--- src/rtl/xif_mac_accel_pkg.sv ---
// Shared types and decode constants for the custom-0 MAC coprocessor.
package xif_mac_accel_pkg;

    typedef enum logic [1:0] {
        OpMac    = 2'd0,
        OpAccRd  = 2'd1,
        OpAccClr = 2'd2,
        OpAdds   = 2'd3
    } xif_mac_op_e;

    typedef enum logic [1:0] {
        StIdle       = 2'd0,
        StWaitCommit = 2'd1,
        StExec       = 2'd2,
        StResult     = 2'd3
    } xif_mac_state_e;

    localparam logic [6:0] XifMacOpcode   = 7'b0001011;
    localparam logic [2:0] Funct3Mac      = 3'b000;
    localparam logic [2:0] Funct3AccRd    = 3'b001;
    localparam logic [2:0] Funct3AccClr   = 3'b010;
    localparam logic [2:0] Funct3Adds     = 3'b011;

    // Signed saturating add: overflow only when both signs agree and the sum's sign differs.
    function automatic logic [31:0] sat_add(input logic [31:0] a, input logic [31:0] b);
        logic [31:0] sum;
        sum = a + b;
        if ((a[31] == b[31]) && (sum[31] != a[31])) begin
            sat_add = a[31] ? 32'h8000_0000 : 32'h7FFF_FFFF;
        end else begin
            sat_add = sum;
        end
    endfunction

endpackage

--- src/rtl/xif_mac_accel_if.sv ---
// X-interface issue/commit/result channels between core (master) and coprocessor (slave).
interface xif_mac_accel_if #(
    parameter int unsigned IdWidth = 4
);
    logic               issue_valid;
    logic               issue_ready;
    logic [31:0]        issue_instr;
    logic [31:0]        issue_rs1;
    logic [31:0]        issue_rs2;
    logic [1:0]         issue_rs_valid;
    logic [IdWidth-1:0] issue_id;
    logic               issue_accept;
    logic               issue_writeback;
    logic               commit_valid;
    logic [IdWidth-1:0] commit_id;
    logic               commit_kill;
    logic               result_valid;
    logic               result_ready;
    logic [IdWidth-1:0] result_id;
    logic [31:0]        result_data;
    logic [4:0]         result_rd;
    logic               result_we;

    modport master (
        output issue_valid, issue_instr, issue_rs1, issue_rs2, issue_rs_valid, issue_id,
        input  issue_ready, issue_accept, issue_writeback,
        output commit_valid, commit_id, commit_kill,
        input  result_valid, result_id, result_data, result_rd, result_we,
        output result_ready
    );

    modport slave (
        input  issue_valid, issue_instr, issue_rs1, issue_rs2, issue_rs_valid, issue_id,
        output issue_ready, issue_accept, issue_writeback,
        input  commit_valid, commit_id, commit_kill,
        output result_valid, result_id, result_data, result_rd, result_we,
        input  result_ready
    );
endinterface

--- src/rtl/xif_mac_mul_iter.sv ---
// Iterative shift-add multiplier, MulUnroll multiplier bits per cycle, low 32-bit product.
module xif_mac_mul_iter #(
    parameter int unsigned MulUnroll = 4
) (
    input  logic        i_clk,
    input  logic        i_rst,
    input  logic        i_start,
    input  logic [31:0] i_a,
    input  logic [31:0] i_b,
    output logic        o_busy,
    output logic        o_done,
    output logic [31:0] o_product
);
    localparam int unsigned Iter = 32 / MulUnroll;
    localparam int unsigned CntW = $clog2(Iter);

    logic [31:0]     r_mcand;
    logic [31:0]     r_mplier;
    logic [31:0]     r_prod;
    logic [CntW-1:0] r_cnt;
    logic            r_busy;
    logic [31:0]     w_partial;
    logic [31:0]     w_sum;
    logic            w_last;

    always_comb begin
        w_partial = '0;
        for (int j = 0; j < MulUnroll; j++) begin
            if (r_mplier[j]) w_partial = w_partial + (r_mcand << j);
        end
    end

    assign w_sum  = r_prod + w_partial;
    assign w_last = (r_cnt == CntW'(Iter - 1));

    always_ff @(posedge i_clk or posedge i_rst) begin
        if (i_rst) begin
            r_mcand  <= '0;
            r_mplier <= '0;
            r_prod   <= '0;
            r_cnt    <= '0;
            r_busy   <= 1'b0;
        end else if (i_start) begin
            r_mcand  <= i_a;
            r_mplier <= i_b;
            r_prod   <= '0;
            r_cnt    <= '0;
            r_busy   <= 1'b1;
        end else if (r_busy) begin
            r_mcand  <= r_mcand << MulUnroll;
            r_mplier <= r_mplier >> MulUnroll;
            r_prod   <= w_sum;
            r_cnt    <= r_cnt + 1'b1;
            if (w_last) r_busy <= 1'b0;
        end
    end

    // Final product is presented combinationally in the last busy cycle.
    assign o_busy    = r_busy;
    assign o_done    = r_busy && w_last;
    assign o_product = w_sum;

endmodule

--- src/rtl/xif_mac_accel.sv ---
// CV-X-IF coprocessor executing custom-0 MAC/accumulator ops, one instruction in flight.
module xif_mac_accel
    import xif_mac_accel_pkg::*;
#(
    parameter int unsigned IdWidth   = 4,
    parameter int unsigned MulUnroll = 4
) (
    input  logic           clk_i,
    input  logic           rst_i,
    xif_mac_accel_if.slave x
);
    xif_mac_state_e     r_state, w_state_nxt;
    xif_mac_op_e        r_op;
    logic [31:0]        r_rs1, r_rs2, r_acc, r_res;
    logic [IdWidth-1:0] r_id;
    logic [4:0]         r_rd;

    xif_mac_op_e        w_dec_op, w_op_cur;
    logic               w_ours, w_need_ops, w_ops_ok, w_idle, w_hs, w_commit;
    logic [31:0]        w_rs1_cur, w_rs2_cur, w_acc_nxt, w_res_nxt, w_mul_prod;
    logic [IdWidth-1:0] w_id_cur;
    logic               w_mul_start, w_mul_done, w_mul_busy;
    logic               w_unused;

    always_comb begin
        w_ours   = 1'b0;
        w_dec_op = OpMac;
        if (x.issue_instr[6:0] == XifMacOpcode && x.issue_instr[31:25] == 7'd0) begin
            case (x.issue_instr[14:12])
                Funct3Mac:    begin w_ours = 1'b1; w_dec_op = OpMac;    end
                Funct3AccRd:  begin w_ours = 1'b1; w_dec_op = OpAccRd;  end
                Funct3AccClr: begin w_ours = 1'b1; w_dec_op = OpAccClr; end
                Funct3Adds:   begin w_ours = 1'b1; w_dec_op = OpAdds;   end
                default:      ;
            endcase
        end
    end

    assign w_need_ops = (w_dec_op == OpMac) || (w_dec_op == OpAdds);
    assign w_ops_ok   = !w_need_ops || (x.issue_rs_valid == 2'b11);
    assign w_idle     = (r_state == StIdle);

    assign x.issue_ready     = !rst_i && w_idle && !(w_ours && !w_ops_ok);
    assign x.issue_accept    = !rst_i && w_idle && x.issue_valid && w_ours;
    assign x.issue_writeback = x.issue_accept;
    assign w_hs              = x.issue_accept && x.issue_ready;

    // During the handshake cycle the live issue fields stand in for the latched ones.
    assign w_op_cur  = w_idle ? w_dec_op    : r_op;
    assign w_rs1_cur = w_idle ? x.issue_rs1 : r_rs1;
    assign w_rs2_cur = w_idle ? x.issue_rs2 : r_rs2;
    assign w_id_cur  = w_idle ? x.issue_id  : r_id;
    assign w_commit  = x.commit_valid && (x.commit_id == w_id_cur) &&
                       (w_hs || r_state == StWaitCommit);

    always_comb begin
        w_state_nxt = r_state;
        w_mul_start = 1'b0;
        w_acc_nxt   = r_acc;
        w_res_nxt   = r_res;
        unique case (r_state)
            StIdle:       if (w_hs) w_state_nxt = StWaitCommit;
            StWaitCommit: ;
            StExec: begin
                if (w_mul_done) begin
                    w_acc_nxt   = r_acc + w_mul_prod;
                    w_res_nxt   = r_acc + w_mul_prod;
                    w_state_nxt = StResult;
                end
            end
            StResult:     if (x.result_ready) w_state_nxt = StIdle;
        endcase
        if (w_commit) begin
            if (x.commit_kill) begin
                w_state_nxt = StIdle;
            end else if (w_op_cur == OpMac) begin
                w_state_nxt = StExec;
                w_mul_start = 1'b1;
            end else begin
                w_state_nxt = StResult;
                unique case (w_op_cur)
                    OpAccRd:  w_res_nxt = r_acc;
                    OpAccClr: begin w_res_nxt = r_acc; w_acc_nxt = '0; end
                    OpAdds:   w_res_nxt = sat_add(w_rs1_cur, w_rs2_cur);
                    OpMac:    ;
                endcase
            end
        end
    end

    always_ff @(posedge clk_i or posedge rst_i) begin
        if (rst_i) begin
            r_state <= StIdle;
            r_op    <= OpMac;
            r_rs1   <= '0;
            r_rs2   <= '0;
            r_id    <= '0;
            r_rd    <= '0;
            r_acc   <= '0;
            r_res   <= '0;
        end else begin
            r_state <= w_state_nxt;
            r_acc   <= w_acc_nxt;
            r_res   <= w_res_nxt;
            if (w_hs) begin
                r_op  <= w_dec_op;
                r_rs1 <= x.issue_rs1;
                r_rs2 <= x.issue_rs2;
                r_id  <= x.issue_id;
                r_rd  <= x.issue_instr[11:7];
            end
        end
    end

    xif_mac_mul_iter #(
        .MulUnroll (MulUnroll)
    ) u_mul (
        .i_clk     (clk_i),
        .i_rst     (rst_i),
        .i_start   (w_mul_start),
        .i_a       (w_rs1_cur),
        .i_b       (w_rs2_cur),
        .o_busy    (w_mul_busy),
        .o_done    (w_mul_done),
        .o_product (w_mul_prod)
    );

    assign x.result_valid = (r_state == StResult);
    assign x.result_we    = x.result_valid;
    assign x.result_data  = x.result_valid ? r_res : '0;
    assign x.result_id    = x.result_valid ? r_id  : '0;
    assign x.result_rd    = x.result_valid ? r_rd  : '0;

    assign w_unused = ^{x.issue_instr[24:15], w_mul_busy};

endmodule

--- src/flat_wrapper.sv ---
// flat-port wrapper written by rule: the top's interface ports become plain ports
module xif_mac_accel_flat import xif_mac_accel_pkg::*;
#(
    parameter int unsigned IdWidth   = 4,
    parameter int unsigned MulUnroll = 4
)
  (clk_i, rst_i, x_issue_valid, x_issue_instr, x_issue_rs1, x_issue_rs2, x_issue_rs_valid, x_issue_id, x_issue_ready, x_issue_accept, x_issue_writeback, x_commit_valid, x_commit_id, x_commit_kill, x_result_valid, x_result_id, x_result_data, x_result_rd, x_result_we, x_result_ready);
  xif_mac_accel_if #(.IdWidth(IdWidth)) x_i ();
  input  logic clk_i;
  input  logic rst_i;
  input wire logic [$bits(x_i.issue_valid)-1:0] x_issue_valid;
  input wire logic [$bits(x_i.issue_instr)-1:0] x_issue_instr;
  input wire logic [$bits(x_i.issue_rs1)-1:0] x_issue_rs1;
  input wire logic [$bits(x_i.issue_rs2)-1:0] x_issue_rs2;
  input wire logic [$bits(x_i.issue_rs_valid)-1:0] x_issue_rs_valid;
  input wire logic [$bits(x_i.issue_id)-1:0] x_issue_id;
  output wire logic [$bits(x_i.issue_ready)-1:0] x_issue_ready;
  output wire logic [$bits(x_i.issue_accept)-1:0] x_issue_accept;
  output wire logic [$bits(x_i.issue_writeback)-1:0] x_issue_writeback;
  input wire logic [$bits(x_i.commit_valid)-1:0] x_commit_valid;
  input wire logic [$bits(x_i.commit_id)-1:0] x_commit_id;
  input wire logic [$bits(x_i.commit_kill)-1:0] x_commit_kill;
  output wire logic [$bits(x_i.result_valid)-1:0] x_result_valid;
  output wire logic [$bits(x_i.result_id)-1:0] x_result_id;
  output wire logic [$bits(x_i.result_data)-1:0] x_result_data;
  output wire logic [$bits(x_i.result_rd)-1:0] x_result_rd;
  output wire logic [$bits(x_i.result_we)-1:0] x_result_we;
  input wire logic [$bits(x_i.result_ready)-1:0] x_result_ready;
  assign x_i.issue_valid = x_issue_valid;
  assign x_i.issue_instr = x_issue_instr;
  assign x_i.issue_rs1 = x_issue_rs1;
  assign x_i.issue_rs2 = x_issue_rs2;
  assign x_i.issue_rs_valid = x_issue_rs_valid;
  assign x_i.issue_id = x_issue_id;
  assign x_issue_ready = x_i.issue_ready;
  assign x_issue_accept = x_i.issue_accept;
  assign x_issue_writeback = x_i.issue_writeback;
  assign x_i.commit_valid = x_commit_valid;
  assign x_i.commit_id = x_commit_id;
  assign x_i.commit_kill = x_commit_kill;
  assign x_result_valid = x_i.result_valid;
  assign x_result_id = x_i.result_id;
  assign x_result_data = x_i.result_data;
  assign x_result_rd = x_i.result_rd;
  assign x_result_we = x_i.result_we;
  assign x_i.result_ready = x_result_ready;
  xif_mac_accel #(.IdWidth(IdWidth), .MulUnroll(MulUnroll)) u_core (.clk_i(clk_i), .rst_i(rst_i), .x(x_i));
endmodule
--- config.mk ---
export PLATFORM = sky130hd
export DESIGN_NAME = xif_mac_accel_flat
export DESIGN_NICKNAME = d
export VERILOG_FILES = /design/src/rtl/xif_mac_accel_pkg.sv /design/src/rtl/xif_mac_accel_if.sv /design/src/rtl/xif_mac_mul_iter.sv /design/src/rtl/xif_mac_accel.sv /design/src/flat_wrapper.sv
export SDC_FILE = /design/constraint.sdc
export NUM_CORES = 1
export LEC_CHECK = 0
export BUFFER_PORTS_ARGS = -buffer_cell sky130_fd_sc_hd__buf_2
export CAP_MARGIN = 25
export CORE_UTILIZATION = 50
export DETAILED_ROUTE_END_ITERATION = 16
export GPL_TIMING_DRIVEN = 1
export PLACE_DENSITY = 0.72
export REMOVE_ABC_BUFFERS = 1
export SLEW_MARGIN = 20
export SYNTH_ARGS = -nofsm -noshare
export SYNTH_HDL_FRONTEND = slang
export SYNTH_SLANG_ARGS = --single-unit
--- constraint.sdc ---
create_clock -name clk_i -period 9.23 [get_ports clk_i]
set_input_delay 0.4615 -clock clk_i [delete_from_list [all_inputs] [get_ports clk_i]]
set_output_delay 0.4615 -clock clk_i [all_outputs]
set_load 0.1 [all_outputs]
==> Word level (Yosys, flattened, before mapping) <==
Cells that the tools add are included.
{ "classes": {"addsub": 7, "n_eq_ne": 19, "mux": 50, "reduce_logical": 28} }
{ "op_table": {"columns": ["operator", "n"], "rows": [
  ["$mux 32", 26],
  ["$add 32x32->32", 6],
  ["$pmux 32 s2", 1],
  ["$mux 2", 7],
  ["$eq 2x2->1 const B", 6],
  ["$pmux 2 s3", 2],
  ["$logic_and 1x1->1", 11],
  ["$mux 1", 9],
  ["$mux 4", 2],
  ["$eq 7x4->1 const B", 1],
  ["$logic_not 7->1", 1],
  ["$eq 3x2->1 const B", 2],
  ["$logic_not 2->1", 3],
  ["$mux 3", 2],
  ["$ne 3x3->1 const B", 2],
  ["$mux 5", 1],
  ["$eq 2x1->1 const B", 2],
  ["$eq 4x4->1", 1],
  ["$logic_not 1->1", 4],
  ["$reduce_and 4->1", 1],
  ["$reduce_bool 4->1", 1],
  ["$reduce_or 4->1", 1],
  ["$add 3x1->3 const B", 1],
  ["$eq 3x1->1 const B", 1],
  ["other kinds (8)", 10]
]} }
{ "word_totals": {"regBits": 241, "input_bits": 112, "output_inout_bits": 46, "wordCells": 117} }

==> Logic depth before layout (Yosys ltp) <==
Gate-level depths: netlist (run 1).
{ "logic_depth": {"word_depth": 16, "mapped_depth": 60, "ltp_nobuf": 56} }

==> Modules after synthesis <==
Synthesis (run 1) repeated with hierarchy kept, for this count alone.
{ "hier_totals": {"hier_cells": 2696, "hier_area_um2": 21956.1} }
{ "modules_own_cells": {"columns": ["mod", "n_inst", "cells_per_inst", "area_per_inst_um2", "seq_area_each_um2"], "rows": [
  ["xif_mac_mul_iter", 1, 1384, 11220.8, 2502.4],
  ["xif_mac_accel", 1, 1312, 10735.3, 3528.4]
]} }

==> Worst setup path before layout (run 1) <==
OpenSTA, ideal clock, no wires.
{ "synth_path": {"kind": "register to register", "from": "reg u_core.u_mul.r_mplier[0]", "to": "reg u_core.r_res[31]", "setup_time_ps": 135, "arrival_ps": 9775, "required_ps": 9095, "setup_slack_ps": -679, "stages_incl_launch_ff": 54, "path_buffers": 4, "synth_period_minus_slack_ps": 9909, "path_cell_list": "dfrtp_1 -> buf_2 -> buf_2 -> clkbuf_1 -> clkbuf_1 -> nand2_1 -> inv_1 -> ha_1 -> inv_1 -> fa_1 -> o311ai_1 -> and2_1 -> maj3_1 -> o21ai_0 -> and2_1 -> xnor2_1 -> ha_1 -> o21a_1 -> (+18 left out) -> ha_1 -> and3_1 -> a221o_1 -> a41oi_1 -> o21bai_1 -> a31oi_1 -> nor2b_1 -> nor3_1 -> nor2_1 -> ha_1 -> a21oi_1 -> nor2b_1 -> a211oi_1 -> o21bai_1 -> xor2_1 -> xnor3_1 -> nor2_1 -> o22ai_1"} }
{ "synth_via": {"elab_chain_len": 15} }
{ "synth_rtl": {"columns": ["element", "line", "text"], "rows": [
  ["start, declared", "xif_mac_mul_iter.sv:18", "logic [31:0] r_mplier;"],
  ["start signal, assigned", "xif_mac_mul_iter.sv:45", "r_mplier <= i_b;"],
  ["start signal, assigned", "xif_mac_mul_iter.sv:51", "r_mplier <= r_mplier >> MulUnroll;"],
  ["$mux 32 (*)", "xif_mac_mul_iter.sv:29", "if (r_mplier[j]) w_partial = w_partial + (r_mcand << j);"],
  ["$add 32x32->32", "xif_mac_mul_iter.sv:29", null],
  ["$mux 32 (*)", "xif_mac_mul_iter.sv:29", null],
  ["$add 32x32->32", "xif_mac_mul_iter.sv:29", null],
  ["$mux 32 (*)", "xif_mac_mul_iter.sv:29", null],
  ["$add 32x32->32", "xif_mac_mul_iter.sv:29", null],
  ["$mux 32 (*)", "xif_mac_mul_iter.sv:29", null],
  ["$add 32x32->32 (*)", "xif_mac_mul_iter.sv:33", "assign w_sum = r_prod + w_partial;"],
  ["$add 32x32->32 (*)", "xif_mac_accel.sv:67", "w_res_nxt = r_acc + w_mul_prod;"],
  ["$mux 32 (*)", "xif_mac_accel.sv:65", "if (w_mul_done) begin"],
  ["$mux 32 (*)", "xif_mac_accel.sv:61", "unique case (r_state)"],
  ["$pmux 32 s2", "xif_mac_accel.sv:81", "unique case (w_op_cur)"],
  ["$mux 32", "xif_mac_accel.sv:76", "end else if (w_op_cur == OpMac) begin"],
  ["$mux 32", "xif_mac_accel.sv:74", "if (x.commit_kill) begin"],
  ["$mux 32 (*)", "xif_mac_accel.sv:73", "if (w_commit) begin"],
  ["net u_core.w_res_nxt[31]", "xif_mac_accel.sv:20", "logic [31:0] w_rs1_cur, w_rs2_cur, w_acc_nxt, w_res_nxt, w_mul_prod;"],
  ["end signal, assigned", "xif_mac_accel.sv:104", "r_res <= w_res_nxt;"],
  ["end, declared", "xif_mac_accel.sv:14", "logic [31:0] r_rs1, r_rs2, r_acc, r_res;"]
]} }
Mark *: on every way through the listed nets, which the timed path passes. The rest lies on a longest branch.
A chain may end at the register's enable or synchronous reset.

==> Worst setup path after layout (run 1) <==
Ends and elaborated chain as after synthesis.

==> results of run 1 <==
[repair_timing]
| item | CTS | global route |
|---|---|---|
| gates resized for setup | 59 | 145 |
| setup buffers | 30 | 18 |
| pin swaps | 49 | 86 |
| setup endpoints to repair | 14 | 23 |
[cell usage in the layout (no fill, tap or decap), drive strengths merged, types with 5 or more instances in the layout]
master   synthesis  routed
a22oi           17      17
nor2           132     132
o21a            31      31
nor4             5       5
inv             71      71
nand3           39      39
mux2           179     179
nand2          260     260
o2111ai          5       5
and3            26      26
nand3b          12      12
o31ai           10      10
and4             6       6
nor3            27      27
nor2b           29      29
or3             10      10
and2            71      71
xnor2           96      96
fa               6       6
xor2            59      59
mux2i           99      99
a31o             6       6
a221oi           6       6
clkinv           0       5
a32oi            5       5
o31a             6       6
o211ai           8       8
clkbuf          89      33
a31oi           24      24
a211oi          17      17
a21oi          248     248
a21boi          12      12
nand2b          31      31
buf             19     383
o21bai          16      16
o21ai          205     205
dfrtp          241     241
a21o            80      80
ha             194     194
[synthesized netlist by cell type, types with 6 or more instances]
library cell,count,area share (%)
a211oi_1,17,0.60
nand2b_1,31,0.91
o21ai_1,8,0.19
o21a_1,31,1.1
nor2_1,132,2.3
o31a_1,6,0.25
clkbuf_1,89,1.6
a31oi_1,24,0.71
o211ai_1,8,0.28
a21o_1,79,2.8
a21boi_0,10,0.35
o21bai_1,16,0.56
a31o_2,6,0.25
a221oi_1,6,0.25
xnor2_1,96,3.9
or3_1,10,0.29
mux2_2,177,9.4
and2_1,71,2.1
mux2i_1,99,4.7
inv_1,70,1.2
o31ai_1,10,0.35
o21ai_0,194,4.6
buf_1,9,0.16
a22oi_1,17,0.60
fa_1,6,0.56
nand3b_1,12,0.42
and3_1,26,0.76
nand3_1,39,0.92
ha_1,194,11
and4_1,6,0.25
a21oi_1,248,5.8
nor3_1,27,0.63
xor2_1,59,2.4
dfrtp_1,241,28
nand2_1,260,4.6
nor2b_1,29,0.85
[area by class of cell]
class | count | area, µm²
Multi-Input combinational cell | 2030 | 15600
Timing Repair Buffer | 383 | 2550
Fill cell | 3322 | 16100
Sequential cell | 241 | 6030
Tap cell | 539 | 674
Clock buffer | 33 | 673
Inverter | 71 | 274
Clock inverter | 7 | 85.1
[logic make-up after synthesis]
kind of cell / count (synthesis) / share of synthesized area [%]
XOR/XNOR: 157 / 6.59
multiplexers: 278 / 14.2
buffers and inverters: 179 / 3.31
AND/OR/NAND/NOR: 661 / 14.7
AO/OA/AOI/OAI: 732 / 20.9
adder cells (fa/ha/maj): 202 / 12.1
flip-flops: 241 / 28.3
[per-layer routing]
layer	vias to the layer above	track usage [%]	part of all wire (%)
met1	9423	36.1	44
met5	-	0	0
met3	99	2.20	5.3
li1	9430	-	-
met4	0	8.02	2.6
met2	616	45.1	48
[stage by stage]
step	setup TNS [ps]	worst slack, ps	area, µm²	cells	hold slack (ps)
final	-965	-202	25800	3304	33.9
after global routing	-5880	-637	25800	3304	113
after CTS	-77.5	-61.3	24900	3286	79.0
after detailed placement	-3590	-592	23700	3217	492
after global placement	-834	-259	23700	3215	480
after floorplan	-318250	-2650	20900	2342	472
[state kept, by name, indices dropped and copies added (netlist names)]
register               count
u_core.u_mul.o_busy        1
u_core.r_state             2
u_core.u_mul.r_mplier     32
u_core.r_res              32
u_core.r_rd                5
u_core.r_rs2              32
u_core.u_mul.r_prod       32
u_core.r_op                2
u_core.u_mul.r_mcand      32
u_core.r_rs1              32
u_core.r_id                4
u_core.u_mul.r_cnt         3
u_core.r_acc              32
[critical path: cells and delay by family (launching register included)]
family | cells | cell delay [ps]
AOI/OAI and AO/OA | 26 | 4230
adders and majority gates | 7 | 1830
and+or+nand+nor | 12 | 1640
xor gates and xnor gates | 5 | 900
DFF | 1 | 380
buffers and inverters | 4 | 300
[final timing paths]
check | end | slack (ps) | start | cells past startpoint
max in group asynchronous | u_core.r_acc[19]$_DFF_PP0_ | 7900 | rst_i | 3
hold reg to reg | u_core.r_rs2[23]$_DFFE_PP0P_ | 500 | u_core.r_rs2[23]$_DFFE_PP0P_ | 1
hold / removal | u_core.r_id[1]$_DFFE_PP0P_ | 30 | rst_i | 2
min in group clk_i | u_core.r_rd[0]$_DFFE_PP0P_ | 180 | x_issue_instr[7] | 2
setup reg to reg | u_core.r_res[31]$_DFF_PP0_ | -200 | u_core.u_mul.r_mplier[0]$_DFFE_PP0P_ | 54
setup / recovery | u_core.r_res[31]$_DFF_PP0_ | -200 | u_core.u_mul.r_mplier[0]$_DFFE_PP0P_ | 54
==> results.sh, run 1 <==
export IMPL_crit_fanout=4
export IMPL_crit_slowest_cell="fa_2"
export IMPL_hold_class="in2async"
export IMPL_async_flop_share_pct=100
export IMPL_yosysSeqAreaShare_pct=28.3
export IMPL_synth_cell_area_mm2=0.0213
export IMPL_cts_buffers=23
export IMPL_path_common_cell="a21o_1"
export IMPL_layout_nets=3062
export IMPL_first_pass_iters=7
export IMPL_fp_dieH_um=208
export IMPL_final_core_util_pct=61.6
export IMPL_yosys_cell_types_count=75
export IMPL_cts_tree="done"
export IMPL_max_freq_mhz=106
export IMPL_worstSetupPathType="reg2reg"
export IMPL_ant_nets=0
export IMPL_hold_violations=0
export IMPL_status="complete, but fails checks"
export IMPL_rows=75
export IMPL_skew_ps=13.5
export IMPL_grt_usage_pct=26.6
export IMPL_clkLatencyLatePin_ps=530
export IMPL_wl_per_cell_um=18.3
export IMPL_syn_inst=2450
export IMPL_syn2layout_area_growth_pct=21.4
export IMPL_cts_sinks=241
export IMPL_htree_levels=1
export IMPL_antenna_cells=0
export IMPL_cp_data_required_time_ps=9620
export IMPL_drc=0
export IMPL_clkTransAtPathRegs_ps=70
export IMPL_dieArea_mm2=0.0434
export IMPL_cp_arrival_ps=9820
export IMPL_drtIter0Drc=1371
export IMPL_dp_hpwl_um=44000
export IMPL_grt_antenna_before_repair=0
export IMPL_core_area_mm2=0.0419
export IMPL_die_w_um=208
export IMPL_hold_buffers=0
export IMPL_wl_um=60600
export IMPL_grt_pass1_vias=19100
export IMPL_min_period_ps=9430
export IMPL_grt_pass1_wl_um=95900
export IMPL_post_synth_cell_area_avg_um2=8.69
export IMPL_synthFlopType="dfrtp_1"
export IMPL_io_buffers=147
export IMPL_initial_core_util_pct=50.8
export IMPL_worst_slew_pin_slew_ps=975
export IMPL_root_buffer="clkbuf_16"
export IMPL_cap_violations=0
export IMPL_via_count=19600
export IMPL_crit_path_max_incr_delay_ps=400
export IMPL_io_pins=158
export IMPL_ys_warn_count=0
export IMPL_gp_congestion=0.935
export IMPL_drive_above_1_share_pct=27.5
export IMPL_relSlewSlack_pct=35.0
export IMPL_min_period_over_period_pct=102
export IMPL_violations="setup timing"
export IMPL_clk_path_buf_depth=3
export IMPL_crit_path_start_kind="flop"
export IMPL_setup_viol=7
export IMPL_worst_slack_ps=-202
export IMPL_synth_edf_count=0
export IMPL_end_kind="flop"
export IMPL_final_max_slew_viol_count=0
export IMPL_rsz0062_at_grt="yes"
export IMPL_viasPerCell=5.92
export IMPL_grt_start_max_net_pins=98
export IMPL_gr_total_overflow=0
export IMPL_ys_ff_latch=241
Power of run 1 is not shown: default switching activity piles up to over one toggle a cycle in this logic, so the estimate is an artifact.
==> run 2: changes to the inputs <==
--- a/config.mk
+++ b/config.mk
@@ -9,10 +9,10 @@
 export CAP_MARGIN = 25
 export CORE_UTILIZATION = 50
 export DETAILED_ROUTE_END_ITERATION = 16
-export GPL_TIMING_DRIVEN = 1
+export GPL_TIMING_DRIVEN = 0
 export PLACE_DENSITY = 0.72
 export REMOVE_ABC_BUFFERS = 1
-export SLEW_MARGIN = 20
+export SLEW_MARGIN = 5
 export SYNTH_ARGS = -nofsm -noshare
 export SYNTH_HDL_FRONTEND = slang
 export SYNTH_SLANG_ARGS = --single-unit
==> run 2 against run 1 <==
Effect of this change: the run still ends with setup timing left; global-route usage fell by 0.11 points; clock skew is 2.4 ps lower; final cell count decreased by 3.7%; worst setup slack lost 130 ps; sequential share of layout area up 0.65 points; via count shrank 1.5%; register-to-register slack worse by 130 ps; maximum frequency is 1.3% lower; wire length shrank 0.50%; utilization shrank 1.6 points; hold slack improved by 120 ps; critical path type unchanged; largest cell class unchanged.
==> results.sh, run 2 (synthesized netlist as in run 1, its figures left out) <==
export IMPL_gp_congestion=0.901
export IMPL_final_seq_area_mm2=0.00605
export IMPL_min_period_over_period_pct=104
export IMPL_relSlewSlack_pct=35.8
export IMPL_root_buffer="clkbuf_16"
export IMPL_cts_tree="done"
export IMPL_io_pins=158
export IMPL_grt_pass1_vias=18800
export IMPL_post_route_cell_area_mm2=0.0252
export IMPL_cts_buffers=24
export IMPL_layout_nets=2936
export IMPL_grt_start_max_net_pins=117
export IMPL_hold_class="in2reg"
export IMPL_first_pass_iters=5
export IMPL_min_period_ps=9560
export IMPL_cp_num_buf_inv=4
export IMPL_wl_um=60300
export IMPL_antenna_cells=0
export IMPL_dieArea_mm2=0.0434
export IMPL_hold_violations=0
export IMPL_grt_pass1_wl_um=95400
export IMPL_die_w_um=208
export IMPL_violations="setup timing"
export IMPL_core_area_mm2=0.0419
export IMPL_rows=75
export IMPL_startpoint="u_core.u_mul.r_mplier[0]$_DFFE_PP0P_"
export IMPL_setup_viol=9
export IMPL_final_cell_mix="nand2_1 (255), dfrtp_1 (233), a21oi_1 (219)"
export IMPL_crit_family="compound AO/OA/AOI/OAI gates"
export IMPL_crit_slowest_cell="dfrtp_4"
export IMPL_skew_ps=11.2
export IMPL_viasPerCell=6.06
export IMPL_ant_nets=0
export IMPL_fp_dieH_um=208
export IMPL_grt_antenna_before_repair=1
export IMPL_grt_usage_pct=26.5
export IMPL_cts_sinks=241
export IMPL_htree_levels=1
export IMPL_drtIter0Drc=1447
export IMPL_rsz0062_at_grt="yes"
export IMPL_clkLatencyLatePin_ps=550
export IMPL_status="complete, but fails checks"
export IMPL_end_kind="flop"
export IMPL_crit_path_start_kind="flop"
export IMPL_placed_area_mm2=0.0227
export IMPL_wl_per_cell_um=18.9
export IMPL_hp_start="x_issue_instr[7]"
export IMPL_crit_fanout=4
export IMPL_cp_data_required_time_ps=9650
export IMPL_initial_core_util_pct=50.8
export IMPL_crit_path_max_incr_delay_ps=450
export IMPL_reg2reg_from="u_core.u_mul.r_mplier[0]$_DFFE_PP0P_"
export IMPL_max_freq_mhz=105
export IMPL_cp_arrival_ps=9980
export IMPL_drc=0
export IMPL_final_common_cell="nand2_1"
export IMPL_fillers=3405
export IMPL_io_buffers=147
export IMPL_syn2layout_area_growth_pct=18.3
export IMPL_worst_slew_pin_slew_ps=963
export IMPL_clk_path_buf_depth=3
export IMPL_final_max_slew_viol_count=0
export IMPL_multi_input_comb_area_mm2=0.0157
export IMPL_worstSetupPathType="reg2reg"
export IMPL_worst_slack_ps=-330
export IMPL_dp_hpwl_um=42100
export IMPL_gr_total_overflow=0
export IMPL_clkTransAtPathRegs_ps=70
export IMPL_cap_violations=0
export IMPL_drive_above_1_share_pct=25.0
export IMPL_via_count=19300
export IMPL_rrSetupSlack_ps=-330
==> run 2: per-stage QoR <==
step	TNS, ps	setup slack, ps	util (%)	hold WS (ps)	instances
floorplan	-318250	-2650	-	472	2342
global placement	-1587500	-8590	53.1	482	3028
detailed placement	-32240	-1940	54.1	491	3049
CTS	-279	-155	58.2	134	3154
global route	-6380	-727	60.0	142	3181
finish	-1580	-330	60.0	149	3181
==> run 2: what timing repair did <==
item,in CTS,in global routing
hold buffers,1,0
gates cloned,0,0
pin swaps,66,69
endpoints found under the setup margin,32,25
hold endpoints to repair,42,0
buffers inserted,60,27
resized for setup,105,118
==> run 2: final timing paths <==
kind,end,cells past startpoint
worst min register to register,u_core.r_rs2[10]$_DFFE_PP0P_,1
min in group asynchronous,u_core.r_state[0]$_DFFE_PP0P_,3
worst max register to register,u_core.r_res[31]$_DFF_PP0_,53
worst min-delay path,u_core.r_rd[0]$_DFFE_PP0P_,2
worst max-delay path,u_core.r_res[31]$_DFF_PP0_,53
max in group asynchronous,u_core.u_mul.r_mcand[1]$_DFFE_PP0P_,4
==> run 2: area by class of cell <==
cell class / instances / share of cell area (%)
clock inverter: 5 / 0.0993
sequential: 241 / 24.0
tap: 539 / 2.68
inverter: 71 / 1.11
timing repair buffer: 256 / 7.08
clock buffer: 39 / 2.85
multi-input combinational: 2030 / 62.2
==> run 2: routing by layer <==
| layer | routed length, µm | track usage, % | up-vias |
|---|---|---|---|
| met4 | 1720 | 8.28 | 2 |
| met3 | 3390 | 2.67 | 109 |
| met1 | 26400 | 35.7 | 9337 |
| li1 | - | - | 9195 |
| met2 | 28800 | 44.7 | 623 |
| met5 | 14 | 0 | - |
==> run 2: worst register-to-register path, delay by kind of cell, from the launching register on <==
| kind | cells | cell delay (ps) |
|---|---|---|
| AOI/OAI and AO/OA | 27 | 4380 |
| xor gates and xnor gates | 5 | 930 |
| adders and majority gates | 6 | 1630 |
| buffers and inverters | 4 | 390 |
| DFF | 1 | 450 |
| and+or+nand+nor | 11 | 1640 |
Power of run 2 is left out for the same reason.
